## src/rtl/instr_fetch_unit.sv

```systemverilog
// Instruction fetch stage: single-outstanding memory reads, DEPTH-entry {pc, instr} buffer,
// and redirect on jump with discard of any stale in-flight response.
module instr_fetch_unit #(
    parameter int ADDR_W = 16,
    parameter int DATA_W = 16,
    parameter int DEPTH  = 2
) (
    input  logic              clk,
    input  logic              reset,
    input  logic              jump,
    input  logic [ADDR_W-1:0] jump_addr,
    output logic              mem_req_valid,
    output logic [ADDR_W-1:0] mem_req_addr,
    input  logic              mem_req_ready,
    input  logic              mem_rsp_valid,
    input  logic [DATA_W-1:0] mem_rsp_data,
    output logic              instr_valid,
    output logic [DATA_W-1:0] instr,
    output logic [ADDR_W-1:0] instr_pc,
    input  logic              instr_ready
);
    localparam int PW = $clog2(DEPTH);
    localparam int CW = PW + 1;

    typedef enum logic [1:0] {IDLE, REQ, WAIT, HOLD} state_t;

    state_t                         r_state;
    logic [ADDR_W-1:0]              r_fetch_addr;
    logic [ADDR_W-1:0]              r_out_addr;
    logic                           r_drop;
    logic [DEPTH-1:0][ADDR_W-1:0]   r_buf_pc;
    logic [DEPTH-1:0][DATA_W-1:0]   r_buf_data;
    logic [PW-1:0]                  r_wptr;
    logic [PW-1:0]                  r_rptr;
    logic [CW-1:0]                  r_count;

    logic          w_accept;
    logic          w_push;
    logic          w_pop;
    logic [CW-1:0] w_count_nxt;
    logic          w_space;

    assign w_accept    = (r_state == REQ) && mem_req_ready;
    // A redirect overrides both buffer operations in its cycle.
    assign w_push      = (r_state == WAIT) && mem_rsp_valid && !r_drop && !jump;
    assign w_pop       = instr_valid && instr_ready && !jump;
    assign w_count_nxt = r_count + CW'(w_push) - CW'(w_pop);
    assign w_space     = w_count_nxt < CW'(DEPTH);

    assign mem_req_valid = (r_state == REQ);
    assign mem_req_addr  = r_fetch_addr;
    assign instr_valid   = (r_count != '0);
    assign instr         = r_buf_data[r_rptr];
    assign instr_pc      = r_buf_pc[r_rptr];

    always_ff @(posedge clk or negedge reset) begin
        if (!reset) begin
            r_state      <= IDLE;
            r_fetch_addr <= '0;
            r_out_addr   <= '0;
            r_drop       <= 1'b0;
            r_buf_pc     <= '0;
            r_buf_data   <= '0;
            r_wptr       <= '0;
            r_rptr       <= '0;
            r_count      <= '0;
        end else if (jump) begin
            r_wptr       <= '0;
            r_rptr       <= '0;
            r_count      <= '0;
            r_fetch_addr <= jump_addr;
            case (r_state)
                // An accept racing the jump is still in flight; its response must be swallowed.
                REQ: begin
                    r_state <= mem_req_ready ? WAIT : REQ;
                    r_drop  <= mem_req_ready;
                end
                WAIT: begin
                    r_state <= mem_rsp_valid ? REQ : WAIT;
                    r_drop  <= !mem_rsp_valid;
                end
                default: begin
                    r_state <= REQ;
                    r_drop  <= 1'b0;
                end
            endcase
        end else begin
            if (w_push) begin
                r_buf_pc[r_wptr]   <= r_out_addr;
                r_buf_data[r_wptr] <= mem_rsp_data;
                r_wptr             <= r_wptr + 1'b1;
            end
            if (w_pop)
                r_rptr <= r_rptr + 1'b1;
            r_count <= w_count_nxt;
            case (r_state)
                IDLE: r_state <= REQ;
                REQ: begin
                    if (w_accept) begin
                        r_out_addr   <= r_fetch_addr;
                        r_fetch_addr <= r_fetch_addr + 1'b1;
                        r_state      <= WAIT;
                    end
                end
                WAIT: begin
                    if (mem_rsp_valid) begin
                        r_drop  <= 1'b0;
                        r_state <= w_space ? REQ : HOLD;
                    end
                end
                HOLD: begin
                    if (w_space)
                        r_state <= REQ;
                end
            endcase
        end
    end
endmodule

```

## config.mk

```make
export PLATFORM = sky130hd
export DESIGN_NAME = instr_fetch_unit
export DESIGN_NICKNAME = d
export VERILOG_FILES = /design/src/rtl/instr_fetch_unit.sv
export SDC_FILE = /design/constraint.sdc
export NUM_CORES = 1
export LEC_CHECK = 0
export CAP_MARGIN = 10
export CORE_UTILIZATION = 49
export DETAILED_ROUTE_END_ITERATION = 7
export PLACE_DENSITY = 0.73
export SETUP_SLACK_MARGIN = 0.1
export SLEW_MARGIN = 15
export SYNTH_ARGS = -nofsm -noshare
export SYNTH_HDL_FRONTEND = slang
export SYNTH_SLANG_ARGS = --single-unit
```

## constraint.sdc

```tcl
create_clock -name clk -period 3.05 [get_ports clk]
set_input_delay 0.4575 -clock clk [delete_from_list [all_inputs] [get_ports clk]]
set_output_delay 0.4575 -clock clk [all_outputs]
set_load 0.05 [all_outputs]
```

* Word-level counts from Yosys, hierarchy flattened *
Index checks and enable logic that the tools add are counted.

cells by class
  add/subtract/negate cells = 5
  order comparisons = 4
  equal/unequal tests = 6
  muxes and demuxes = 29
  bitwise logic cells = 1
  reductions and logical operators = 23

operator list
  operator                                                               count
  16-bit 2-to-1 mux                                                      8
  32-bit bitwise mux                                                     2
  16-bit by 1-bit adder with 16-bit output (second input constant)       1
  16-bit demux with 1-bit select                                         1
  2-bit 2-to-1 mux                                                       8
  2-bit nonzero test                                                     7
  2-bit case mux with 4 select lines                                     1
  1-bit logical AND                                                      7
  1-bit 2-to-1 mux                                                       7
  3-bit != test (second input constant)                                  2
  2-bit AND reduction                                                    3
  3-bit AND reduction                                                    2
  2-bit == test (second input constant)                                  2
  1-bit by 2-bit < comparator with 1-bit output (second input constant)  2
  2-bit case mux with 2 select lines                                     1
  1-bit zero test                                                        3
  3-bit by 2-bit != test with 1-bit output (second input constant)       1
  1-bit adder (second input constant)                                    2
  2-bit by 1-bit adder with 2-bit output                                 1
  2-bit by 1-bit == test with 1-bit output (second input constant)       1
  2-bit zero test                                                        1
  2-bit < comparator (second input constant)                             1
  1-bit case mux with 2 select lines                                     1
  2-bit by 1-bit subtractor with 2-bit output                            1
  2 further kinds                                                        2

word-level totals
  bits in registers = 103
  output and inout port bits = 50
  logic and storage cells = 79

* Depth between registers and ports, before layout *
  depth in word-level cells = 11
  mapped depth = 12
  gate-level depth less buffers = 12

* Worst setup path before layout *
OpenSTA, ideal clock, no wires.

  path kind = input-to-reg
  start = in jump
  end = reg r_state[1]
  setup time = 0.128 ns
  arrival time = 2.409 ns
  data required time = 2.922 ns
  slack = 0.513 ns
  stages = 10
  cells stage by stage = clkbuf_1 -> buf_1 -> nor2_1 -> ha_1 -> inv_1 -> ha_1 -> xor3_1 -> a211oi_1 -> nor2_1 -> mux2_1

on the way
  cells in the longest elaborated chain, start to end = 9
  elaborated cells on any way between the ends = 14
  those cells by class = add/sub (2); order compare (1); eq/ne (3); mux (4); reduce/logical (4)

RTL lines
  item                                         RTL line  text
  start: declaration                           10        input logic jump,
  1-bit zero test                              45, 46
  1-bit logical AND                            45        assign w_push = (r_state == WAIT) && mem_rsp_valid && !r_drop && !jump;
  2-bit by 1-bit adder with 2-bit output       47        assign w_count_nxt = r_count + CW'(w_push) - CW'(w_pop);
  2-bit by 1-bit subtractor with 2-bit output  47
  2-bit < comparator                           48        assign w_space = w_count_nxt < CW'(DEPTH);
  2-bit 2-to-1 mux                             108       r_state <= w_space ? REQ : HOLD;
  2-bit 2-to-1 mux                             106       if (mem_rsp_valid) begin
  2-bit case mux with 4 select lines           96        case (r_state)
  2-bit 2-to-1 mux                             67        end else if (jump) begin
  end signal: assignment                       75        r_state <= mem_req_ready ? WAIT : REQ;
  end signal: assignment                       79        r_state <= mem_rsp_valid ? REQ : WAIT;
  end signal: assignment                       108
  end: declaration                             27        state_t r_state;

Parallel ways exist; a longest one is shown, timed or not. The select of a mux whose other input is x is not followed.
A chain may end at the register's enable or synchronous reset.

* Final worst setup path *
  start = reg r_state[1]
  end = out mem_req_valid

on the way
  cells in the longest elaborated chain, start to end = 1

RTL lines
  item                                      RTL line  text
  2-bit by 1-bit == test with 1-bit output  50        assign mem_req_valid = (r_state == REQ);
  end: declaration                          12        output logic mem_req_valid,

Every way passes these cells.

==> summary.md <==
| Metric | Value |
|---|---|
| Fmax | 389 MHz |
| Largest net degree at the start of global routing | 78 |
| Slew @ Worst Pin | 0.943 ns |
| Int Pwr | 2870 µW |
| CTS buffer count | 9 |
| Core ar. | 9280 µm² |
| FF+latch area | 2580 µm² |
| Fill cell count | 773 |
| Hold Crit Class | in2async |
| Mapped Area | 4730 µm² |
| Initial Util | 50.9% |
| Crit path buffers/inverters | 2 |
| Peak VDD IR | 0.394 mV |
| Critical path required time | 2.59 ns |
| GR Overflow Total | 0 |
| Nature of the critical path endpoint | output pin |
| Final GP Congestion | 0.850 |
| Syn nets | 405 |
| Leading cell type in the layout, fill and taps excluded | dfrtp_1 |
| Power share of the combinational group | 42.3% |
| CTS clk-pin slew, worst paths | 0.10 ns |
| Vias | 3,084 |
| DR DRC count | 0 |
| Die footprint | 10,000 µm² |
| Yosys warns | 0 |
| Worst Clk Skew | 0.0179 ns |
| Layout cells sized above 1 | 19.7% |
| Area of the multi-input gates | 2040 µm² |
| Async SR Flop Fraction | 100% |
| Total Routing Usage GR | 20.0% |
| Cell Count, Final, Fillers Out | 581 |
| H-tree depth | 3 |
| Sequential Power Share | 41.1% |
| Clock power share | 16.6% |
| Netlist cell types | 40 |
| Max-cap viol count | 0 |
| Prevailing post-synth register cell | dfrtp_1 |
| RSZ-0062 raised after global routing | false |
| Commonest cells after routing, fill and taps aside | dfrtp_1, mux2_1, clkdlybuf4s50_1 |
| Final #Nets | 492 |
| Synthesis-to-layout area growth | 24.0% |
| Leak | 0.00275 µW |
| Clk_lat worst skew | 0.37 ns |
| Net load switching power | 1990 µW |
| Syn Inst Count | 360 |
| Final setup TNS | 0 ns |
| DRT iter0 DRCs | 59 |
| Detailed placement HPWL | 6480 µm |
| Max Fanout on Critical Path | 10 |
| PortBufs | 87 |
| Crit-path leading delay family | buffers and inverters |
| Initial antenna violation count | 0 |
| Vias in the first global route | 3,147 |
| Dpl cells | 565 |
| Hold Buf Count CTS | 0 |
| ANT nets after route | 0 |
| Final worst-path cycle share | 84.2% |
| Die H | 100 µm |
| First-pass GRT wire length | 15,500 µm |
| Routed WL per cell | 16.3 µm |
| Delay of the slowest cell on the worst path | 0.88 ns |
| Post-Route WL | 9480 µm |
| WP data arrival | 2.11 ns |
| CTS tree | yes |
| Final setup viols | 0 |
| Crit path max-delay cell type | clkdlybuf4s50_1 |
| Vias per cell | 5.31 |
| EDFF count, synth | 0 |
| First drt pass iteration count | 4 |
| Minimum clock period | 2.57 ns |
| CTS Buffer Depth | 2 |
| PostCTS Resize Cnt | 0 |
| Sink Count | 103 |
| FF-to-FF Start | r_state[0]$_DFFE_PN0P_ |
| Post-CTS Setup Bufs | 0 |
| Slew Limit Fails | 0 |
| Seq cells post-synth | 103 |
| Ports | 88 |
| Worst Setup Path Type | reg2out |
| Pwr per Cell Area | 828 nW/µm² |
| Number of antenna diodes | 0 |
| Seq/Total Area, Yosys | 54.5% |
| Slew margin rel. | 37.1% |
| Root Buffer | clkbuf_8 |
| Sw Share | 40.9% |
| Startpoint Class | register |
| Die width | 100 µm |
| Crit path launch | r_state[1]$_DFFE_PN0P_ |
| Final Hold Fails | 0 |
| Syn avg cell area | 13.1 µm² |
| Status | finished, final reports clean |
| Std-Cell Rows | 35 |
| Worst path cell trace | inv_1, ha_1, clkdlybuf4s50_1 |
-- registers in the layout (all words and copies together) (netlist names) --
| signal | cells |
|---|---|
| r_buf_data | 32 |
| r_drop | 1 |
| r_out_addr | 16 |
| r_rptr | 1 |
| r_buf_pc | 32 |
| mem_req_addr | 16 |
| r_state | 2 |
| r_count | 2 |
| r_wptr | 1 |
-- layout make-up --
type,instances,share of cell area (%)
timing repair buffer,96,14.9
clock buffer,12,2.65
inverter,6,0.384
clock inverter,4,0.512
sequential,103,44.0
tap,129,2.75
multi-input combinational,231,34.8
-- power groups by stage --
| stage | logic [µW] | clock network, µW | registers, µW |
|---|---|---|---|
| 2_1_floorplan | 1410 | 0 | 2020 |
| 3_3_place_gp | 2040 | 0 | 2000 |
| 3_5_place_dp | 2070 | 0 | 2030 |
| 4_1_cts | 2080 | 823 | 2000 |
| 5_1_grt | 2170 | 884 | 2050 |
| 6_report | 2050 | 805 | 2000 |
-- per-stage QoR --
stage / total power, µW / area (µm²) / utilization, % / worst slack, ns / hold slack, ns
after floorplan: 3430 / 4730 / - / 0.513 / 0.162
after global placement: 4030 / 5670 / 61.1 / 0.284 / 0.461
after detailed placement: 4100 / 5670 / 61.1 / 0.233 / 0.469
after CTS: 4900 / 5860 / 63.1 / 0.458 / 0.265
after global routing: 5110 / 5860 / 63.1 / 0.292 / 0.307
final: 4850 / 5860 / 63.1 / 0.482 / 0.226
-- synth_stat cells, types with 2 or more instances --
library cell	instances	area, µm²
a31oi_1	3	18.8
ha_1	7	87.6
o21ai_1	14	70.1
clkbuf_1	6	22.5
mux2_2	29	327
and3_1	2	12.5
a22oi_1	2	15.0
nor2_1	5	18.8
nand2_1	24	90.1
dfrtp_1	103	2580
nand3_1	5	25.0
nand4_1	10	62.6
and4_1	3	26.3
and2_1	2	12.5
buf_2	11	55.1
inv_1	4	15.0
a21oi_1	2	10.0
mux2_1	83	935
buf_1	2	7.51
o21ai_0	3	15.0
or3_1	2	12.5
mux2i_1	4	40.0
inv_2	2	7.51
nor2b_1	5	31.3
nor3_1	2	10.0
xor2_1	10	87.6
xnor2_1	2	17.5
-- metal layers --
| metal | part of all wire [%] | global-route usage (%) | routed length [µm] | vias to the layer above |
|---|---|---|---|---|
| met4 | 0.92 | 6.02 | 87 | 0 |
| met2 | 47 | 33.3 | 4470 | 81 |
| met5 | 0 | 0 | 0 | - |
| li1 | - | - | - | 1457 |
| met1 | 47 | 26.8 | 4480 | 1537 |
| met3 | 4.6 | 3.69 | 438 | 9 |
-- final timing paths --
check | depth (start not counted) | slack (ns) | to
max reg2reg | 12 | 0.48 | r_state[1]$_DFFE_PN0P_
min reg2reg | 1 | 0.49 | r_buf_data[0]$_DFFE_PN0P_
min in group clk | 1 | 0.49 | r_buf_data[0]$_DFFE_PN0P_
max | 3 | 0.48 | mem_req_valid
max in group asynchronous | 2 | 2.05 | r_buf_pc[14]$_DFFE_PN0P_
min | 1 | 0.23 | r_buf_data[10]$_DFFE_PN0P_
-- cells by family after synthesis --
kind of cell,count (synthesis),synth area share (%)
AND/OR/NAND/NOR,68,7.70
flip-flops,103,54.5
multiplexers,116,27.5
adder cells (fa/ha/maj),7,1.85
XOR/XNOR,13,2.73
AO/OA/AOI/OAI,27,3.23
buffers and inverters,26,2.44
-- worst register-to-register path, delay by kind of cell (launching register included) --
kind / cells / cell delay (ns)
buf+inv: 3 / 0.23
xor+xnor: 1 / 0.25
mux: 1 / 0.32
compound gates: 1 / 0.25
flops: 1 / 0.42
fa+ha+maj: 3 / 0.59
simple gates: 3 / 0.40
Power figures use the tool's default switching activity.
